$ cat src/rtl/seq_mult32.sv
// Sequential unsigned 32x32 shift-and-add multiplier.
// A single rca32 ripple adder performs one partial-product step per clock.

module rca32 (
    input  logic [31:0] a,
    input  logic [31:0] b,
    input  logic        c0,
    output logic [31:0] s,
    output logic        c
);
    logic w_carry [0:32];

    assign w_carry[0] = c0;

    for (genvar i = 0; i < 32; i++) begin : g_fa
        assign s[i]           = a[i] ^ b[i] ^ w_carry[i];
        assign w_carry[i + 1] = (a[i] & b[i]) | (w_carry[i] & (a[i] ^ b[i]));
    end

    assign c = w_carry[32];
endmodule

module seq_mult32 (
    input  logic        clk,
    input  logic        rst_n,
    input  logic        start,
    input  logic [31:0] a,
    input  logic [31:0] b,
    output logic        busy,
    output logic        done,
    output logic [63:0] p
);
    typedef enum logic [1:0] {
        S_IDLE,
        S_RUN,
        S_DONE
    } state_t;

    state_t      r_state;
    state_t      w_state_next;
    logic [31:0] r_mcand;
    logic [31:0] r_hi;
    logic [31:0] r_lo;
    logic [5:0]  r_cnt;
    logic        w_accept;
    logic [31:0] w_addend;
    logic [31:0] w_sum;
    logic        w_carry;

    assign w_addend = r_lo[0] ? r_mcand : '0;

    rca32 u_rca32 (
        .a  (r_hi),
        .b  (w_addend),
        .c0 (1'b0),
        .s  (w_sum),
        .c  (w_carry)
    );

    always_comb begin
        w_state_next = r_state;
        w_accept     = 1'b0;
        case (r_state)
            S_IDLE: begin
                if (start) begin
                    w_accept     = 1'b1;
                    w_state_next = S_RUN;
                end
            end
            S_RUN: begin
                if (r_cnt == 6'd31) begin
                    w_state_next = S_DONE;
                end
            end
            S_DONE: begin
                // A start during the done cycle is accepted directly.
                if (start) begin
                    w_accept     = 1'b1;
                    w_state_next = S_RUN;
                end else begin
                    w_state_next = S_IDLE;
                end
            end
            default: w_state_next = S_IDLE;
        endcase
    end

    always_ff @(posedge clk or negedge rst_n) begin
        if (!rst_n) begin
            r_state <= S_IDLE;
        end else begin
            r_state <= w_state_next;
        end
    end

    always_ff @(posedge clk or negedge rst_n) begin
        if (!rst_n) begin
            r_mcand <= '0;
            r_hi    <= '0;
            r_lo    <= '0;
            r_cnt   <= '0;
        end else if (w_accept) begin
            r_mcand <= a;
            r_hi    <= '0;
            r_lo    <= b;
            r_cnt   <= '0;
        end else if (r_state == S_RUN) begin
            // Shift the 65-bit {carry, sum, lo} right by one.
            {r_hi, r_lo} <= {w_carry, w_sum, r_lo[31:1]};
            r_cnt        <= r_cnt + 6'd1;
        end
    end

    assign busy = (r_state == S_RUN);
    assign done = (r_state == S_DONE);
    assign p    = {r_hi, r_lo};
endmodule

$ cat config.mk
export PLATFORM = sky130hd
export DESIGN_NAME = seq_mult32
export DESIGN_NICKNAME = d
export VERILOG_FILES = /design/src/rtl/seq_mult32.sv
export SDC_FILE = /design/constraint.sdc
export NUM_CORES = 1
export LEC_CHECK = 0
export BUFFER_PORTS_ARGS = -buffer_cell sky130_fd_sc_hd__buf_2
export CAP_MARGIN = 25
export CORE_UTILIZATION = 46
export DETAILED_ROUTE_END_ITERATION = 10
export GPL_ROUTABILITY_DRIVEN = 1
export PLACE_DENSITY_LB_ADDON = 0.12
export SYNTH_ARGS = -nofsm -noshare
export SYNTH_HDL_FRONTEND = slang
export SYNTH_HIERARCHICAL = 1
export SYNTH_SLANG_ARGS = --single-unit
$ cat constraint.sdc
create_clock -name clk -period 38 [get_ports clk]
set_input_delay 7.6 -clock clk [delete_from_list [all_inputs] [get_ports clk]]
set_output_delay 7.6 -clock clk [all_outputs]
set_load 0.1 [all_outputs]
==> results.json <==
{
  "outcome": "finished, final reports clean",
  "endpoint_type_of_the_worst_setup_path": "flop",
  "clock_tree.htree_level_count": 3,
  "postCtsSetupBuffers": 0,
  "cts.hold.buffers_added": 0,
  "grt_start_max_net_pins": 96,
  "floorplan.die.height_um": 106,
  "rsz0062_at_grt": "no",
  "timing_worst_slew_pin_value_ns": 0.953,
  "cts_tree": "yes",
  "gp_congestion": 0.749,
  "synth.net_count": 588,
  "signed_area_change_from_the_synthesized_netlist_to_the_final_layout_pct": 17.5,
  "mostFrequentLayoutCells": "155 x sky130_fd_sc_hd__nand2_1, 131 x sky130_fd_sc_hd__buf_2, 104 x sky130_fd_sc_hd__dfrtp_1",
  "critical_path.most_common_cell": "sky130_fd_sc_hd__fa_1",
  "summed_negative_setup_slack_over_all_endpoints_ns": 0,
  "floorplan.initialDensity_pct": 47.9,
  "num_io_pins": 133,
  "finalSetupViolCount": 0,
  "wl_per_cell_um": 14.5,
  "cap_violations": 0,
  "final_antenna_violating_net_count": 0,
  "final_max_slew_viols": 0,
  "grt.busiest_layer": "met2",
  "fill_cells": 957,
  "netlist_instances": 488,
  "crit_type": "flop to flop",
  "hpwl_mm": 7.08,
  "ys_ff_latch": 104,
  "reg_clk_slew_reported_paths_ns": 0.10,
  "shortest_period_the_worst_path_allows_ns": 13.79,
  "critical-path-slowest-cell": "sky130_fd_sc_hd__dfrtp_1",
  "cell_variety_after_synth": 31,
  "number_of_antenna_violations_at_the_first_check_in_global_routing": 0,
  "nNetsFinal": 702,
  "final.period_utilization_pct": 36.3,
  "syn-mean-instance-area_um2": 10.3,
  "slew_headroom_pct": 36.5,
  "synth_warnings": 6,
  "whs_ns": 0.469,
  "cts_max_path_buffers": 2,
  "globalRouteMet1Util_pct": 29.0,
  "groute.layer.met3.usage_pct": 3.86,
  "num_vias": 3714,
  "clock_skew_ns": 0.0115,
  "groute.layer.met2.usage_pct": 32.7,
  "floorplan.rows": 37,
  "slowest_delay_ns": 0.70,
  "timing.critical_path.from_type": "flop",
  "postRouteWirelength_mm": 10.7,
  "dieArea_um2": 11300,
  "ys_seq_area_share_pct": 51.9,
  "path_max_fanout": 34,
  "via_count_of_the_first_global_routing_pass": 3764,
  "leftover_overflow_at_the_end_of_global_routing": 0,
  "ctsRootBufferMaster": "sky130_fd_sc_hd__clkbuf_8",
  "drt_first_iter_violations": 211,
  "timing.hold.worst.class": "flop to flop",
  "detail_route.vias_per_cell": 5.01,
  "input_output_buffers": 132,
  "cts.sinks": 104,
  "worst-endpoint-arrival_ns": 14.08,
  "cts_inserted_buffers": 9,
  "grt_usage_pct": 20.7,
  "worst_ep_required_time_ns": 38.30,
  "core_area_um2": 10500,
  "dr.pass1.iters": 4,
  "cts-resized-gates": 0,
  "mostFrequentLayoutCell": "sky130_fd_sc_hd__nand2_1",
  "hold_violations_final": 0,
  "max_clock_freq_mhz": 72.5,
  "grt_pass1_wl_mm": 18.4,
  "diodes": 0,
  "drive_above_1_share_pct": 25.0,
  "die_x_um": 106,
  "clock_insertion_delay_worst_skew_ns": 0.36,
  "drc": 0,
  "syn_area_um2": 5020
}
[stage by stage]
stage | cells | instance area, um^2 | worst slack [ns] | util (%)
after floorplan | 488 | 5020 | 24.63 | -
after global placement | 727 | 5720 | 24.37 | 54.6
after detailed placement | 727 | 5720 | 24.23 | 54.6
after CTS | 741 | 5890 | 24.15 | 56.3
after global routing | 741 | 5890 | 23.74 | 56.3
final | 741 | 5890 | 24.21 | 56.3
[routing by layer]
metal / wire, um / share of wire, %
met5: 0 / 0
met4: 103 / 0.96
met1: 5000 / 47
met2: 5140 / 48
met3: 468 / 4.4
[cell usage after synthesis]
cell type | instances | area, um^2
sky130_fd_sc_hd__o22ai_1 | 3 | 18.8
sky130_fd_sc_hd__clkbuf_1 | 13 | 48.8
sky130_fd_sc_hd__fa_1 | 32 | 641
sky130_fd_sc_hd__a22oi_1 | 2 | 15.0
sky130_fd_sc_hd__o311ai_0 | 1 | 8.76
sky130_fd_sc_hd__o31ai_1 | 1 | 7.51
sky130_fd_sc_hd__nand3b_1 | 1 | 7.51
sky130_fd_sc_hd__nand3_1 | 3 | 15.0
sky130_fd_sc_hd__buf_6 | 3 | 33.8
sky130_fd_sc_hd__conb_1 | 1 | 3.75
sky130_fd_sc_hd__xnor2_1 | 1 | 8.76
sky130_fd_sc_hd__nor2b_1 | 1 | 6.26
sky130_fd_sc_hd__mux2i_1 | 1 | 10.0
sky130_fd_sc_hd__nand4_1 | 1 | 6.26
sky130_fd_sc_hd__ha_1 | 1 | 12.5
sky130_fd_sc_hd__inv_1 | 10 | 37.5
sky130_fd_sc_hd__dfrtp_1 | 104 | 2600
sky130_fd_sc_hd__xor2_1 | 1 | 8.76
sky130_fd_sc_hd__nand2b_1 | 2 | 12.5
sky130_fd_sc_hd__o41ai_1 | 1 | 8.76
sky130_fd_sc_hd__o211ai_1 | 1 | 7.51
sky130_fd_sc_hd__nor2_1 | 33 | 124
sky130_fd_sc_hd__nor2_4 | 1 | 11.3
sky130_fd_sc_hd__a31oi_1 | 28 | 175
sky130_fd_sc_hd__nor3_1 | 4 | 20.0
sky130_fd_sc_hd__nand2_1 | 155 | 582
sky130_fd_sc_hd__and2b_1 | 1 | 7.51
sky130_fd_sc_hd__and2_1 | 32 | 200
sky130_fd_sc_hd__a22o_1 | 33 | 289
sky130_fd_sc_hd__inv_4 | 1 | 6.26
sky130_fd_sc_hd__buf_2 | 16 | 80.1
[cell type report]
cell class / count / area (um^2) / area share (%)
Sequential cell: 104 / 2600 / 44.2
Multi-Input combinational cell: 341 / 2210 / 37.6
Timing Repair Buffer: 135 / 686 / 11.6
Tap cell: 136 / 170 / 2.89
Clock buffer: 10 / 128 / 2.17
Clock inverter: 4 / 47.5 / 0.807
Inverter: 11 / 43.8 / 0.743
[flip-flops by register name, indices dropped and copies added, names as in the netlist]
| register | count |
|---|---|
| r_mcand | 32 |
| r_lo | 32 |
| r_hi | 32 |
| r_state | 2 |
| r_cnt | 6 |
[worst max-delay path, delay by kind of cell (launching register included)]
| kind | cells | cell delay (ns) |
|---|---|---|
| adders and majority gates | 32 | 12.31 |
| DFF | 1 | 0.70 |
| and+or+nand+nor | 1 | 0.31 |
| buffers and inverters | 4 | 0.25 |
| AOI/OAI and AO/OA | 1 | 0.12 |
[kinds of logic (layout without fill, tap and decap cells)]
logic type	after synthesis	in the layout	share of synthesized area, %
and+or+nand+nor	234	234	19.8
DFF	104	104	51.9
AOI/OAI and AO/OA	70	70	10.6
buffers and inverters	43	160	4.12
adders and majority gates	33	33	13.0
xor gates and xnor gates	2	2	0.349
other	1	1	0.0748
muxes	1	1	0.200
[worst paths after layout]
check	startpoint	end	slack, ns	cells after the start
min	r_mcand[3]	r_mcand[3]	0.47	2
max	r_lo[0]	r_hi[30]	24.21	38
max reg2reg	r_lo[0]	r_hi[30]	24.21	38
max in group asynchronous	rst_n	r_hi[23]	29.57	2
min reg2reg	r_mcand[3]	r_mcand[3]	0.47	2
min in group asynchronous	rst_n	r_hi[19]	7.20	1
Power is not shown: default switching activity piles up to over one toggle a cycle in this logic, so the estimate is an artifact.
